**config.mk**
```make
export PLATFORM = sky130hd
export DESIGN_NAME = uart_tx_frame_flat
export DESIGN_NICKNAME = d
export VERILOG_FILES = /design/src/rtl/uart_tx_frame_pkg.sv /design/src/rtl/uart_tx_frame_if.sv /design/src/rtl/uart_tx_frame_tx_serializer.sv /design/src/rtl/uart_tx_frame.sv /design/src/flat_wrapper.sv
export SDC_FILE = /design/constraint.sdc
export NUM_CORES = 1
export LEC_CHECK = 0
export ABC_AREA = 1
export CAP_MARGIN = 20
export CORE_ASPECT_RATIO = 1.4
export CORE_MARGIN = 2
export CORE_UTILIZATION = 41
export DETAILED_ROUTE_END_ITERATION = 16
export MAX_ROUTING_LAYER = met4
export PLACE_DENSITY = 0.71
export SYNTH_ARGS = -nofsm -noshare
export SYNTH_HDL_FRONTEND = slang
export SYNTH_HIERARCHICAL = 1
export SYNTH_SLANG_ARGS = --single-unit
```
**constraint.sdc**
```tcl
create_clock -name CLK -period 1.3 [get_ports CLK]
set_clock_uncertainty 0.05 [all_clocks]
set_input_delay 0.26 -clock CLK [delete_from_list [all_inputs] [get_ports CLK]]
set_output_delay 0.26 -clock CLK [all_outputs]
set_load 0.02 [all_outputs]
```
**src/rtl/uart_tx_frame_pkg.sv**
```systemverilog
// Shared UART definitions: FSM state encoding, line levels and parity selectors.
package uart_tx_frame_pkg;

  localparam logic [2:0] ST_IDLE   = 3'd0;
  localparam logic [2:0] ST_START  = 3'd1;
  localparam logic [2:0] ST_DATA   = 3'd2;
  localparam logic [2:0] ST_PARITY = 3'd3;
  localparam logic [2:0] ST_STOP   = 3'd4;

  typedef enum logic [2:0] {
    IDLE   = ST_IDLE,
    START  = ST_START,
    DATA   = ST_DATA,
    PARITY = ST_PARITY,
    STOP   = ST_STOP
  } state_t;

  localparam logic START_BIT = 1'b0;
  localparam logic STOP_BIT  = 1'b1;
  localparam logic IDLE_LVL  = 1'b1;

  localparam logic EVEN = 1'b0;
  localparam logic ODD  = 1'b1;

endpackage

```
**src/rtl/uart_tx_frame_if.sv**
```systemverilog
// Parallel request / serial line bundle of the UART transmitter.
interface uart_tx_frame_if #(parameter int Data_Width = 8);
  import uart_tx_frame_pkg::*;

  logic [Data_Width-1:0] P_DATA;
  logic                  Data_Valid;
  logic                  PAR_EN;
  logic                  PAR_TYP;
  logic                  TX_OUT;
  logic                  Busy;

  modport master (output P_DATA, Data_Valid, PAR_EN, PAR_TYP, input TX_OUT, Busy);
  modport slave  (input P_DATA, Data_Valid, PAR_EN, PAR_TYP, output TX_OUT, Busy);

endinterface

```
**src/rtl/uart_tx_frame_tx_serializer.sv**
```systemverilog
// Data shift register and bit counter; presents the word LSB first, one bit per shift.
module tx_serializer
  import uart_tx_frame_pkg::*;
#(
  parameter int Data_Width = 8
) (
  input  logic                  clk,
  input  logic                  rst,
  input  logic                  load,
  input  logic [Data_Width-1:0] data_in,
  input  logic                  clear,
  input  logic                  shift,
  output logic                  bit_out,
  output logic                  ser_done
);

  localparam int CW = $clog2(Data_Width);
  localparam logic [CW-1:0] LAST = CW'(Data_Width - 1);

  logic [Data_Width-1:0] shreg;
  logic [CW-1:0]         cnt;

  always_ff @(posedge clk or posedge rst) begin
    if (rst) begin
      shreg <= '0;
      cnt   <= '0;
    end else begin
      if (load)       shreg <= data_in;
      else if (shift) shreg <= shreg >> 1;
      // Counter may step past LAST on the final shift; the FSM has already left DATA.
      if (clear)      cnt <= '0;
      else if (shift) cnt <= cnt + 1'b1;
    end
  end

  assign bit_out  = shreg[0];
  assign ser_done = (cnt == LAST);

endmodule

```
**src/rtl/uart_tx_frame.sv**
```systemverilog
// UART transmit framer: start bit, data LSB first, optional parity, stop bit; one bit per CLK.
module uart_tx_frame
  import uart_tx_frame_pkg::*;
#(
  parameter int Data_Width = 8
) (
  input logic            CLK,
  input logic            RST,
  uart_tx_frame_if.slave bus
);

  state_t state, next_state;
  logic   accept;
  logic   tx_next;
  logic   tx_q, busy_q;
  logic   par_en_q, par_q;
  logic   ser_bit, ser_done;

  function automatic logic parity_bit(input logic [Data_Width-1:0] word, input logic typ);
    logic p;
    case (typ)
      EVEN:    p = ^word;
      ODD:     p = ~(^word);
      default: p = ^word;
    endcase
    return p;
  endfunction

  tx_serializer #(.Data_Width(Data_Width)) u_ser (
    .clk      (CLK),
    .rst      (RST),
    .load     (accept),
    .data_in  (bus.P_DATA),
    .clear    (state == START),
    .shift    (state == DATA),
    .bit_out  (ser_bit),
    .ser_done (ser_done)
  );

  always_ff @(posedge CLK or posedge RST) begin
    if (RST) state <= IDLE;
    else     state <= next_state;
  end

  always_comb begin
    next_state = state;
    accept     = 1'b0;
    tx_next    = IDLE_LVL;
    case (state)
      IDLE: begin
        if (bus.Data_Valid) begin
          accept     = 1'b1;
          next_state = START;
        end
      end
      START: begin
        tx_next    = START_BIT;
        next_state = DATA;
      end
      DATA: begin
        tx_next = ser_bit;
        if (ser_done) next_state = par_en_q ? PARITY : STOP;
      end
      PARITY: begin
        tx_next    = par_q;
        next_state = STOP;
      end
      STOP: begin
        tx_next    = STOP_BIT;
        next_state = IDLE;
      end
      default: next_state = IDLE;
    endcase
  end

  // Line and Busy trail the state by one edge so both are glitch-free registers.
  always_ff @(posedge CLK or posedge RST) begin
    if (RST) begin
      tx_q     <= IDLE_LVL;
      busy_q   <= 1'b0;
      par_en_q <= 1'b0;
      par_q    <= 1'b0;
    end else begin
      tx_q   <= tx_next;
      busy_q <= (state != IDLE);
      if (accept) begin
        par_en_q <= bus.PAR_EN;
        par_q    <= parity_bit(bus.P_DATA, bus.PAR_TYP);
      end
    end
  end

  assign bus.TX_OUT = tx_q;
  assign bus.Busy   = busy_q;

endmodule

```
**src/flat_wrapper.sv**
```systemverilog
// flat-port wrapper written by rule: the top's interface ports become plain ports
module uart_tx_frame_flat import uart_tx_frame_pkg::*;
#(
  parameter int Data_Width = 8
)
  (CLK, RST, bus_P_DATA, bus_Data_Valid, bus_PAR_EN, bus_PAR_TYP, bus_TX_OUT, bus_Busy);
  uart_tx_frame_if #(.Data_Width(Data_Width)) bus_i ();
  input logic CLK;
  input logic RST;
  input wire logic [$bits(bus_i.P_DATA)-1:0] bus_P_DATA;
  input wire logic [$bits(bus_i.Data_Valid)-1:0] bus_Data_Valid;
  input wire logic [$bits(bus_i.PAR_EN)-1:0] bus_PAR_EN;
  input wire logic [$bits(bus_i.PAR_TYP)-1:0] bus_PAR_TYP;
  output wire logic [$bits(bus_i.TX_OUT)-1:0] bus_TX_OUT;
  output wire logic [$bits(bus_i.Busy)-1:0] bus_Busy;
  assign bus_i.P_DATA = bus_P_DATA;
  assign bus_i.Data_Valid = bus_Data_Valid;
  assign bus_i.PAR_EN = bus_PAR_EN;
  assign bus_i.PAR_TYP = bus_PAR_TYP;
  assign bus_TX_OUT = bus_i.TX_OUT;
  assign bus_Busy = bus_i.Busy;
  uart_tx_frame #(.Data_Width(Data_Width)) u_core (.CLK(CLK), .RST(RST), .bus(bus_i));
endmodule
```
[Word-level counts from Yosys, hierarchy flattened]
Index checks and enable logic that the tools add are counted.
Cells by class
  add/subtract/negate cells: 1
  equal/unequal tests: 6
  mux-type cells: 12
  bitwise operators: 2
  reductions and logical operators: 6
Operators with widths (count)
  $mux 8: 2
  $mux 3: 5
  $pmux 3 s4: 1
  $reduce_xor 8->1: 1
  $eq 3x2->1 const B: 2
  $reduce_bool 2->1: 2
  $add 3x1->3 const B: 1
  $eq 3x1->1 const B: 1
  $eq 3x3->1 const B: 1
  $logic_not 3->1: 1
  $pmux 1 s3: 1
  $reduce_bool 3->1: 1
  $mux 1: 2
  $ne 2x1->1 const B: 1
  $ne 2x2->1 const B: 1
  $not 1->1: 2
  $pmux 1 s2: 1
  $reduce_and 2->1: 1
Word-level totals
  register bits: 18
  input bits: 13
  output and inout bits: 2
  word-level logic and storage cells: 34

[Depth between registers and ports, before layout]
  word-level depth: 3
  mapped depth: 10
  mapped depth without buffers: 10

[Cells and area by module]
Netlist, hierarchy kept.
Modules (own cells, without submodules)
  tx_serializer: instances 1, cells each 61, area each 528.0 µm², seq. area each 275.3 µm²
  uart_tx_frame: instances 1, cells each 66, area each 467.9 µm², seq. area each 176.4 µm²

[Worst setup path after synthesis]
Ideal clock, no wire load.
  path kind: register to register
  start point: reg u_core.state[0]
  end point: reg u_core.u_ser.shreg[0]
  setup time: 0.124 ns
  data arrival time: 1.073 ns
  required time: 1.126 ns
  path slack: 0.053 ns
  stages on the path, launching flop included: 8
  path buffers: 1
  clock period less this slack: 1.247 ns
  cells stage by stage: dfrtp_1 inv_2 nand4_1 inv_2 buf_6 inv_2 nand3_1 nand3_1
Between the ends
  longest elaborated chain between the ends: 3
  elaborated cells between the ends (all ways): 5
  classes of those cells: eq/ne: 1; mux: 2; reduce/logical: 2
RTL lines
  from (decl): RTL line uart_tx_frame.sv:12  | state_t state, next_state;
  from (signal assigned): RTL line uart_tx_frame.sv:42  | else state <= next_state;
  $logic_not 3->1 *: RTL line uart_tx_frame.sv:49  | case (state)
  $mux 1 *: RTL line uart_tx_frame.sv:49
  net u_core.accept: RTL line uart_tx_frame.sv:13  | logic accept;
  $mux 8 / $reduce_bool 2->1 (equally long branches)
  to (signal assigned): RTL line uart_tx_frame_tx_serializer.sv:28  | if (load) shreg <= data_in;
  to (signal assigned): RTL line uart_tx_frame_tx_serializer.sv:29  | else if (shift) shreg <= shreg >> 1;
  to (decl): RTL line uart_tx_frame_tx_serializer.sv:20  | logic [Data_Width-1:0] shreg;
Mark *: on every way through the listed nets, which the timed path passes. The rest lies on a longest branch.
A chain may end at the register's enable or synchronous reset.

[Final worst setup path]
Same ends and word-level chain as after synthesis.

==> results.sh <==
export IMPL_outcome="completed"
export IMPL_ys_types=20
export IMPL_hold_class="in2async"
export IMPL_routedWlPerCell_um=12.40
export IMPL_fillers=223
export IMPL_critPathBufInv=2
export IMPL_cellLeakagePower_nw=0.7331
export IMPL_clk_latency_ns=0.29
export IMPL_initial_core_util_pct=42.59
export IMPL_peakVddDrop_v=0.0008575
export IMPL_tightest_slew_ns=0.4303
export IMPL_crit_arrival_ns=1.41
export IMPL_rsz0062_at_grt="true"
export IMPL_hpwl_um=1610
export IMPL_grtUsageMet3_pct=2.616
export IMPL_slowest_delay_ns=0.45
export IMPL_grt_usage_pct=16.91
export IMPL_grt_pass1_vias=909
export IMPL_avgSynthCellArea_um2=7.842
export IMPL_vias_per_cell=5.061
export IMPL_drtAntennaViolNets=0
export IMPL_crit_chain="inv_4 > nand4_1 > inv_2 > nor2_4 > nand2_1 > nand3_1"
export IMPL_syn_inst=127
export IMPL_cp_depth=6
export IMPL_r2r_end="u_core/u_ser/shreg[0]$_DFFE_PP0P_"
export IMPL_grt_max_degree=12
export IMPL_r2r_start="u_core/state[0]$_DFFE_PP0P_"
export IMPL_criticalPathCategory="reg2reg"
export IMPL_cts_buffer_depth=2
export IMPL_grt_met2_usage_pct=31.34
export IMPL_finalHoldViolCount=0
export IMPL_cts_buffers_inserted=3
export IMPL_period_needed_ns=1.275
export IMPL_p_total_mw=2.860
export IMPL_cts_sinks=18
export IMPL_end_kind="flop"
export IMPL_final_cells=181
export IMPL_postPlaceCellArea_mm2=0.001225
export IMPL_max_slew_margin_pct=71.28
export IMPL_drive_gt1_share_pct=25.95
export IMPL_area_delta_synth_final_pct=35.18
export IMPL_dr_pass1_iters=4
export IMPL_holdWs_ns=0.1638
export IMPL_dp_worst_setup_slack_ns=-0.2363
export IMPL_syn_cell_area_um2=996.0
export IMPL_grt_busiest_layer="met2"
export IMPL_reg2reg_setup_slack_ns=0.02
export IMPL_reg2reg_depth=6
export IMPL_max_freq_mhz=784.2
export IMPL_multi_input_area_um2=473.0
export IMPL_gp_congestion=0.7897
export IMPL_clockRootBuffer="clkbuf_4"
export IMPL_fp_dieW_um=45.66
export IMPL_antenna_cells=0
export IMPL_grtUsageMet1_pct=16.57
export IMPL_cp_max_fo=8
export IMPL_wirelength_um=2244
export IMPL_tns_ns=0
export IMPL_dieHeight_um=62.32
export IMPL_drc_errors=0
export IMPL_portBuffers=14
export IMPL_first_iter_violations=20
export IMPL_cts_hold_buffers=0
export IMPL_antenna_found_initial=0
export IMPL_finalInstanceArea_mm2=0.001346
export IMPL_setup_ws_ns=0.02475
export IMPL_gr_total_overflow=0
export IMPL_rows=21
export IMPL_slew_viol_final=0
export IMPL_grt_first_pass_wirelength_um=3512
export IMPL_cp_start_kind="flop"
export IMPL_yosys_register_bits=18
export IMPL_cp_slowest_cell="dfrtp_2"
export IMPL_seq_area_um2=452.9
export IMPL_cts_tree="yes"
export IMPL_fin_util_pct=57.57
export IMPL_synth_nets=142
export IMPL_power_density_mw_per_mm2=2125
export IMPL_crit_start="u_core/state[0]$_DFFE_PP0P_"
export IMPL_yosysWarnings=6
export IMPL_via_count=916
export IMPL_cp_required_ns=1.43
export IMPL_cp_top_family="flip-flops"
export IMPL_dieArea_mm2=0.002845
export IMPL_pin_count=15
export IMPL_core_mm2=0.002338
export IMPL_num_nets_final=174
export IMPL_max_cap_viol_count=0
export IMPL_path_clk_slew_ns=0.10
export IMPL_dp_cells=173
export IMPL_setup_viol=0
export IMPL_htree_levels=1
export IMPL_finalCritPeriodShare_pct=98.10
export IMPL_ys_seq_area_share_pct=45.35
## Yosys cell counts (all sizes together)
cell    count  share of area [%]
inv        19                7.2
dfstp       1                2.6
nor3        1                1.6
buf         2                2.3
o21ai       3                1.9
nand4       1               0.63
dfrtp      17                 43
nor2        4                3.0
xor2        1               0.88
a21oi       4                2.0
nand3      25                 13
a211oi      1                1.3
ha          2                2.5
nand2      46                 18
## cell usage in the layout (no fill, tap or decap), types with 2 or more instances in the layout
cell             Yosys  final
inv_4                0      2
buf_4                0     12
dlymetal6s2s_1       0      4
nand3_1             24     21
clkbuf_4             0      3
inv_1               14     12
a21oi_1              4      4
dfrtp_1             17     16
ha_1                 2      2
inv_2                5      5
nand3_2              1      4
nand2_1             44     44
nor2_4               2      2
nor2_1               2      2
clkdlybuf4s50_1      0      8
buf_6                2      3
o21ai_1              2      2
## per-layer routing
| layer | wire length [um] | share of wire, % |
|---|---|---|
| met1 | 835 | 37 |
| met5 | 0 | 0 |
| met2 | 1323 | 59 |
| met4 | 17 | 0.76 |
| met3 | 67 | 3.0 |
## area by class of cell
| class | count | share of cell area [%] |
|---|---|---|
| Clock buffer | 4 | 2.695 |
| Tap cell | 23 | 2.138 |
| Inverter | 19 | 5.669 |
| Multi-Input combinational cell | 88 | 35.13 |
| Sequential cell | 18 | 33.64 |
| Timing Repair Buffer | 29 | 20.72 |
## sequential cells by signal, indices dropped and copies added, names as in the netlist
name / cells
u_core/bus.Busy: 1
u_core/u_ser/cnt: 3
u_core/state: 3
u_core/bus.TX_OUT: 1
u_core/par_q: 1
u_core/u_ser/shreg: 8
u_core/par_en_q: 1
## how the worst max path moves through the flow
stage | endpoint | slack, ns
floorplan | u_core/u_ser/shreg[0]$_DFFE_PP0P_ | 0.05
finish | u_core/u_ser/shreg[0]$_DFFE_PP0P_ | 0.02
global route | u_core/u_ser/shreg[0]$_DFFE_PP0P_ | -0.03
global placement | u_core/par_q$_DFFE_PP0P_ | -0.18
CTS | u_core/u_ser/shreg[0]$_DFFE_PP0P_ | 0.002
detailed placement | u_core/par_q$_DFFE_PP0P_ | -0.24
## logic make-up (layout without fill, tap and decap cells)
| family | count (synthesis) | count (layout) | share of synthesized area [%] |
|---|---|---|---|
| AND/OR/NAND/NOR | 77 | 77 | 36.69 |
| buffers and inverters | 21 | 52 | 9.422 |
| flip-flops | 18 | 18 | 45.35 |
| AO/OA/AOI/OAI | 8 | 8 | 5.151 |
| adder cells (fa/ha/maj) | 2 | 2 | 2.512 |
| XOR/XNOR | 1 | 1 | 0.8796 |
## worst reg2reg max path: stages (launching register included)
cell and delay [ns]:
dfrtp_2 0.45, inv_4 0.09, nand4_1 0.14, inv_2 0.19, nor2_4 0.09, nand2_1 0.09, nand3_1 0.08
## power by group
group	internal, mW	switching (mW)
Sequential	0.831	0.187
Clock	0.171	0.175
Combinational	0.671	0.825
## repair_timing
item / 4_1_cts / 5_1_grt
endpoints found under the setup margin: 5 / 17
pin swaps: 1 / 6
setup buffers: 2 / 2
resized for setup: 7 / 17
No activity file was read; power rests on OpenSTA's default activity.
